--- config.mk ---
export PLATFORM = sky130hd
export DESIGN_NAME = seq_det_arbiter
export DESIGN_NICKNAME = d
export VERILOG_FILES = /design/src/rtl/seq_det_arbiter_pkg.sv /design/src/rtl/seq101_core.sv /design/src/rtl/seq_det_arbiter.sv
export SDC_FILE = /design/constraint.sdc
export NUM_CORES = 1
export LEC_CHECK = 0
export ABC_CLOCK_PERIOD_IN_PS = 4800
export CAP_MARGIN = 20
export CORE_MARGIN = 1
export CORE_UTILIZATION = 40
export CTS_CLUSTER_DIAMETER = 120
export DETAILED_ROUTE_END_ITERATION = 10
export PLACE_DENSITY_LB_ADDON = 0.12
export SLEW_MARGIN = 20
export SYNTH_ARGS = -nofsm -noshare
export SYNTH_HDL_FRONTEND = slang
export SYNTH_SLANG_ARGS = --single-unit
--- constraint.sdc ---
create_clock -name clk -period 4.8 [get_ports clk]
set_clock_uncertainty 0.15 [all_clocks]
set_input_delay 0.96 -clock clk [delete_from_list [all_inputs] [get_ports clk]]
set_output_delay 0.96 -clock clk [all_outputs]
set_load 0.05 [all_outputs]
--- src/rtl/seq_det_arbiter_pkg.sv ---
// Shared encodings for the time-shared "101" detector arbiter.
package seq_det_arbiter_pkg;

  // Detector core states; the value is the per-channel saved context.
  typedef enum logic [1:0] {
    S0 = 2'b00,
    S1 = 2'b01,
    S2 = 2'b10,
    S3 = 2'b11
  } core_state_t;

  // Controller FSM states.
  typedef enum logic [1:0] {
    IDLE  = 2'b00,
    SHIFT = 2'b01,
    STORE = 2'b10
  } fsm_state_t;

  // Overlapped "101" transition function.
  function automatic core_state_t core_next(input core_state_t cur, input logic bit_in);
    case (cur)
      S0:      core_next = bit_in ? S1 : S0;
      S1:      core_next = bit_in ? S1 : S2;
      S2:      core_next = bit_in ? S3 : S0;
      default: core_next = bit_in ? S1 : S2;
    endcase
  endfunction

endpackage

--- src/rtl/seq101_core.sv ---
// Moore "101" overlapped detector; load replaces the state, otherwise one bit per cycle.
module seq101_core
  import seq_det_arbiter_pkg::*;
(
  input  logic       clk,
  input  logic       rst,
  input  logic       load,
  input  logic [1:0] load_state,
  input  logic       in,
  output logic [1:0] state,
  output logic       out
);

  core_state_t state_q;

  // Load a saved context or advance on the incoming bit.
  always_ff @(posedge clk) begin
    if (rst)       state_q <= S0;
    else if (load) state_q <= core_state_t'(load_state);
    else           state_q <= core_next(state_q, in);
  end

  assign state = state_q;
  assign out   = (state_q == S3);

endmodule

--- src/rtl/seq_det_arbiter.sv ---
// Round-robin arbiter that time-shares one "101" detector among NCH serial channels.
//
// state | meaning
// IDLE  | waiting; grants first requester at/after rr_q, loads its context
// SHIFT | feeds the latched word MSB first, W cycles
// STORE | writes detector state back to the granted channel's context
module seq_det_arbiter
  import seq_det_arbiter_pkg::*;
#(
  parameter int NCH = 4,
  parameter int W   = 8
) (
  input  logic             clk,
  input  logic             rst,
  input  logic [NCH-1:0]   req,
  input  logic [NCH*W-1:0] data,
  input  logic [NCH-1:0]   clr,
  output logic [NCH-1:0]   ack,
  output logic             match,
  output logic [1:0]       match_ch,
  output logic [15:0]      match_cnt,
  output logic             busy
);

  localparam int CW = 2;
  localparam int BW = (W > 1) ? $clog2(W) : 1;

  fsm_state_t    state_q, state_d;
  logic [CW-1:0] rr_q, ch_q, grant_id, scan_idx;
  logic          grant_vld;
  logic [W-1:0]  word_q, grant_word;
  logic [BW-1:0] cnt_q;
  core_state_t   ctx_q [NCH];
  logic [1:0]    core_state, core_load_state;
  logic          core_out, core_load, core_in;
  // High when the core advanced on the previous edge, so a freshly loaded S3 is not re-reported.
  logic          shifted_q;

  seq101_core u_core (
    .clk        (clk),
    .rst        (rst),
    .load       (core_load),
    .load_state (core_load_state),
    .in         (core_in),
    .state      (core_state),
    .out        (core_out)
  );

  // Round-robin scan: first requester at or after rr_q (index wraps with CW bits).
  always_comb begin
    grant_vld = 1'b0;
    grant_id  = '0;
    scan_idx  = '0;
    for (int i = 0; i < NCH; i++) begin
      scan_idx = rr_q + CW'(i);
      if (!grant_vld && req[scan_idx]) begin
        grant_vld = 1'b1;
        grant_id  = scan_idx;
      end
    end
  end

  // Select the granted channel's word.
  always_comb begin
    grant_word = '0;
    for (int c = 0; c < NCH; c++)
      if (grant_id == CW'(c)) grant_word = data[c*W +: W];
  end

  // FSM state register.
  always_ff @(posedge clk) begin
    if (rst) state_q <= IDLE;
    else     state_q <= state_d;
  end

  // FSM next-state logic.
  always_comb begin
    state_d = state_q;
    case (state_q)
      IDLE:    if (grant_vld) state_d = SHIFT;
      SHIFT:   if (cnt_q == '0) state_d = STORE;
      STORE:   state_d = IDLE;
      default: state_d = IDLE;
    endcase
  end

  // FSM outputs: ack, core control, busy and match qualification.
  always_comb begin
    ack             = '0;
    core_load       = 1'b1;
    core_load_state = core_state;
    core_in         = 1'b0;
    case (state_q)
      IDLE: begin
        if (grant_vld && !rst) begin
          ack[grant_id]   = 1'b1;
          core_load_state = ctx_q[grant_id];
        end
      end
      SHIFT: begin
        core_load = 1'b0;
        core_in   = word_q[cnt_q];
      end
      default: ;
    endcase
    busy     = (state_q != IDLE) || (ack != '0);
    match    = core_out && shifted_q && !rst;
    match_ch = match ? ch_q : '0;
  end

  // Word/channel latch, bit down-counter and round-robin pointer.
  always_ff @(posedge clk) begin
    if (rst) begin
      rr_q      <= '0;
      ch_q      <= '0;
      word_q    <= '0;
      cnt_q     <= '0;
      shifted_q <= 1'b0;
    end else begin
      shifted_q <= (state_q == SHIFT);
      if (state_q == IDLE && grant_vld) begin
        ch_q   <= grant_id;
        word_q <= grant_word;
        cnt_q  <= BW'(W - 1);
      end else if (state_q == SHIFT && cnt_q != '0) begin
        cnt_q <= cnt_q - 1'b1;
      end
      if (state_q == STORE) rr_q <= ch_q + CW'(1);
    end
  end

  // Per-channel context: clear beats the STORE write-back.
  always_ff @(posedge clk) begin
    for (int c = 0; c < NCH; c++) begin
      if (rst || clr[c])
        ctx_q[c] <= S0;
      else if (state_q == STORE && ch_q == CW'(c))
        ctx_q[c] <= core_state_t'(core_state);
    end
  end

  // Saturating match counter.
  always_ff @(posedge clk) begin
    if (rst)                                match_cnt <= '0;
    else if (match && match_cnt != 16'hFFFF) match_cnt <= match_cnt + 16'd1;
  end

endmodule

==> metrics.cfg, run 1 <==
[critical_path]
critPathRequiredTime_ns = 3.69
cp_max_fo = 11
start_kind = input pin
cp-end-kind = output port
crit_type = in -> out
worstReg2RegStart = rr_q[0]
rrSetupSlack_ns = 2.68
worstPathArrival_ns = 3.00
r2r_cells = 7
r2r-end = word_q[1]

[synth]
syn-num-nets = 322
ys.flop_type = dfxtp_1
synth-xor-area-share = 0.0412
synth_async_sr_flop_share = 0
synth_edf_count = 8
synth_simple_gate_area_share = 0.231
netlist_area_um2 = 2550
seq_area_frac_synth = 0.377
syn-mean-instance-area_um2 = 9.35
synth_compound_area_frac = 0.120
ys_warn_count = 0
netlist-cell-type-count = 48
synth-seq-cells = 44
synth_top_family_by_area = simple AND/OR/NAND/NOR gates
synthMuxAreaShare = 0.148
postSynthCellCount = 273
yosys.area_share.adder = 0.0343

[finish]
layout_common_cells = 57 x clkdlybuf4s50_1, 40 x nor2_1, 36 x dfxtp_1
area_growth_pct = 32.3
final_area_um2 = 3370
final_nets = 384
fin_cells = 411
diodes = 0
mostFrequentLayoutCell = clkdlybuf4s50_1
drive_gt1_frac = 0.131

[global_route]
grt_start_max_net_pins = 32
grt_pass1_vias = 2008
antenna_found_initial = 0
gr-total-overflow = 0
globalRouteTotalUtil = 0.175
grt_pass1_wl_um = 9030

[routing]
routed_via_density = 5.10
routed_wl_um = 5330
vias = 2096
drc = 0
drtPass1Iterations = 4
first_iter_violations = 62
final_antenna_net_count = 0
wl_per_cell_um = 13.0

[hold_path]
whs_path_depth = 2
hp-class = reg -> reg
hold_end = word_q[0]
hp-start = word_q[0]

[clocking]
ctsLongestPathBuffers = 2
cts_resized = 0
h-tree-depth = 2
numCtsBuffers = 5
cts-root-buf = clkbuf_8
clock-sinks = 44
cts_tree = yes
clkSlewWorstSetupHoldPaths_ns = 0.08
holdBufCountCts = 0
clk_latency_ns = 0.29
cts_setup_buffers = 0

[pwr]
p_per_area_nw_per_um2 = 249
peakVddDrop_uv = 129
power.leakage_nw = 1.36

[floorplan]
rows = 28
num_io_pins = 66
chipWidth_um = 81.9
initial_core_util = 0.423
die_area_um2 = 6700
die_h_um = 81.9
core_um2 = 6030

[placement]
dp_hpwl_um = 3930
globalplace.congestion = 0.774
numPortBuffers = 65
placed_cell_area_um2 = 3280
dp.cells = 403

[sta]
final.min_clock_period_ns = 4.11
worst_pin_slew_ns = 0.663
tns_ns = 0
final_hold_viol_count = 0
slew_headroom = 0.558
rsz0062_at_grt = false
finalSetupViolations = 0
final_max_slew_viol_count = 0
max_freq_mhz = 243
period_share = 0.856

[job]
drv_cap = 0

[status]
outcome = completed

-- worst max-delay path by stage --
stage / to / slack (ns) / start
global placement: ack[3] / 0.68 / req[3]
detailed placement: ack[3] / 0.65 / req[3]
global route: ack[3] / 0.47 / req[3]
finish: ack[3] / 0.69 / req[3]
floorplan: ack[1] / 0.81 / req[2]
CTS: ack[3] / 0.65 / req[3]
-- stage by stage --
stage | hold WS [ns] | utilization | setup WS, ns | power [mW]
final | 0.341 | 0.560 | 0.693 | 0.839
after global routing | 0.366 | 0.560 | 0.474 | 0.886
after CTS | 0.341 | 0.560 | 0.653 | 0.849
after detailed placement | 0.327 | 0.544 | 0.654 | 0.612
after global placement | 0.326 | 0.544 | 0.680 | 0.609
after floorplan | 0.315 | - | 0.812 | 0.548
-- kinds of logic after synthesis --
group	Yosys count
AOI/OAI and AO/OA	39
xor gates and xnor gates	12
adders and majority gates	7
buffers and inverters	24
DFF	44
muxes	36
and+or+nand+nor	111
-- routing by layer --
metal | routed length [µm] | vias up | GRT usage
li1 | - | 1096 | -
met1 | 2520 | 952 | 0.223
met2 | 2530 | 40 | 0.297
met3 | 207 | 8 | 0.0344
met4 | 63 | 0 | 0.0526
met5 | 0 | - | 0
-- power by group --
group | internal [mW] | switching (mW)
combinational | 0.0973 | 0.0903
clock | 0.117 | 0.120
sequential | 0.396 | 0.0181
-- layout make-up --
type,instances,area (µm²)
timing repair buffer,69,723
inverter,10,37.5
multi-input combinational,205,1470
clock buffer,7,86.3
sequential,44,961
clock inverter,1,7.51
fill,578,2650
tap,75,93.8
-- cell usage after synthesis (all sizes together) (2+ instances only) --
cell type	count	area [µm²]
nor4	2	12.5
edfxtp	8	240
a21oi	11	62.6
xnor2	5	43.8
o21ai	12	90.1
nor2	40	150
dfxtp	36	721
nor2b	5	31.3
and2b	2	15.0
mux2i	26	260
nand3	9	45.0
a31oi	2	12.5
nor3	5	25.0
nand4	5	37.5
or3	2	12.5
buf	8	65.1
ha	7	87.6
mux2	10	116
and2	4	25.0
nand2b	3	18.8
a211o	3	26.3
nand2	11	41.3
inv	10	37.5
and3	6	37.5
a211oi	2	20.0
and4	2	17.5
clkbuf	6	22.5
nand3b	11	82.6
xor2	7	61.3
-- state kept, by name, summed over array words and instances (netlist names) --
register / cells
state_q: 2
ctx_q: 8
ch_q: 2
match_cnt: 16
shifted_q: 1
cnt_q: 3
u_core.state: 2
word_q: 8
rr_q: 2
-- critical path: stages --
cell             delay, ns
clkdlybuf4s50_1       0.48
nor4_1                0.47
or3_1                 0.19
or2_1                 0.47
nor2_1                0.07
and2_1                0.20
buf_12                0.15
Note: power is estimated with default switching activity, not from simulation.
==> run 2, diff against run 1 <==
--- a/config.mk
+++ b/config.mk
@@ -9,10 +9,11 @@
 export CAP_MARGIN = 20
 export CORE_MARGIN = 1
 export CORE_UTILIZATION = 40
+export CTS_BUF_LIST = sky130_fd_sc_hd__clkbuf_8
 export CTS_CLUSTER_DIAMETER = 120
 export DETAILED_ROUTE_END_ITERATION = 10
 export PLACE_DENSITY_LB_ADDON = 0.12
-export SLEW_MARGIN = 20
+export SLEW_MARGIN = 10
 export SYNTH_ARGS = -nofsm -noshare
 export SYNTH_HDL_FRONTEND = slang
 export SYNTH_SLANG_ARGS = --single-unit
==> metrics.cfg, run 2 (synthesis results as in run 1) <==
[finish]
final_area_um2 = 3370
diodes = 0
largest_register = match_cnt
area_growth_pct = 32.3
mostFrequentLayoutCell = clkdlybuf4s50_1
reg.largest.list = match_cnt x16, ctx_q x8, word_q x8
largest_reg_flops = 16
final_nets = 384
drive_gt1_frac = 0.131
layout_common_cells = 57 x clkdlybuf4s50_1, 40 x nor2_1, 36 x dfxtp_1

[clocking]
clock-sinks = 44
ctsLongestPathBuffers = 2
cts_resized = 0
cts_setup_buffers = 0
cts_tree = yes
clkSlewWorstSetupHoldPaths_ns = 0.08
numCtsBuffers = 5
h-tree-depth = 2
holdBufCountCts = 0
clk_latency_ns = 0.29
cts-root-buf = clkbuf_8

[routing]
drc = 0
wl_per_cell_um = 13.0
routed_wl_um = 5340
routed_via_density = 5.10
drtPass1Iterations = 4
final_antenna_net_count = 0
first_iter_violations = 64
vias = 2096

[sta]
whs_ns = 0.341
worst_pin_slew_ns = 0.664
final.min_clock_period_ns = 4.10
final_max_slew_viol_count = 0
rsz0062_at_grt = false
slew_headroom = 0.557
final_hold_viol_count = 0
period_share = 0.855
finalSetupViolations = 0
tns_ns = 0
max_freq_mhz = 244
final.setup.worst_slack_ns = 0.698

[hold_path]
hp-class = reg -> reg

[critical_path]
critPathRequiredTime_ns = 3.69
start_kind = input pin
cp_max_fo = 11
rrSetupSlack_ns = 2.67
cp-end-kind = output port
crit_type = in -> out
worstPathArrival_ns = 2.99

[floorplan]
die_h_um = 81.9
core_um2 = 6030
die_area_um2 = 6700
num_io_pins = 66
rows = 28
initial_core_util = 0.423
chipWidth_um = 81.9

[status]
outcome = completed

[pwr]
power_uw = 837
power.leakage_nw = 1.36
peakVddDrop_uv = 129
p_per_area_nw_per_um2 = 248
seq_power_share = 0.495
p_sw_frac = 0.273
clockPowerShare = 0.281
p_int_uw = 609
switchingPower_uw = 229
power_frac_comb = 0.224

[global_route]
antenna_found_initial = 0
gr-usage-met1 = 0.223
grt_pass1_vias = 2008
met2_usage = 0.297
grt_start_max_net_pins = 32
grt-busiest-layer = met2
grt_pass1_wl_um = 9030
gr-total-overflow = 0
globalRouteTotalUtil = 0.175
grtUsageMet3 = 0.0344

[job]
drv_cap = 0

[placement]
preCtsSetupSlack_ns = 0.654
numPortBuffers = 65
dp_hpwl_um = 3930
placed_cell_area_um2 = 3280
globalplace.congestion = 0.774

## run 2: cell count changes in the layout (fill, tap and decap cells not counted), sizes merged
cell    delta
inv        +1
clkbuf     -1
## run 2: layout make-up
type	instances	area [µm²]
tap	75	93.8
inverter	10	37.5
clock inverter	2	11.3
sequential	44	961
fill	578	2650
timing repair buffer	69	723
multi-input combinational	205	1470
clock buffer	6	82.6
## run 2: metrics by stage
step	utilization	cells
floorplan	-	273
global placement	0.544	403
detailed placement	0.544	403
CTS	0.560	411
global route	0.560	411
finish	0.560	411
## run 2: critical path, cell delays in order
cell	delay [ns]
clkdlybuf4s50_1	0.48
nor4_1	0.47
or3_1	0.19
or2_1	0.46
nor2_1	0.07
and2_1	0.20
buf_12	0.15
## run 2: path summary, 6_finish.rpt
| check | from | end | cells after the start |
|---|---|---|---|
| max | req[3] | ack[3] | 7 |
| min | word_q[0] | word_q[0] | 2 |
| max reg2reg | rr_q[0] | word_q[1] | 7 |
| min reg2reg | word_q[0] | word_q[0] | 2 |
## run 2: power by group through the flow
stage | Combinational [mW] | Clock (mW) | Sequential [mW]
after floorplan | 0.131 | 0 | 0.416
after global placement | 0.187 | 0 | 0.423
after detailed placement | 0.189 | 0 | 0.423
after CTS | 0.190 | 0.243 | 0.414
after global routing | 0.208 | 0.259 | 0.418
final | 0.188 | 0.235 | 0.414
## run 2: routing by layer
layer  share of wire  routed length, µm  up-vias
met2            0.48               2540       43
met3           0.042                227        8
met1            0.47               2510      950
met4           0.012                 63        0
met5               0                  0        -
li1                -                  -     1095
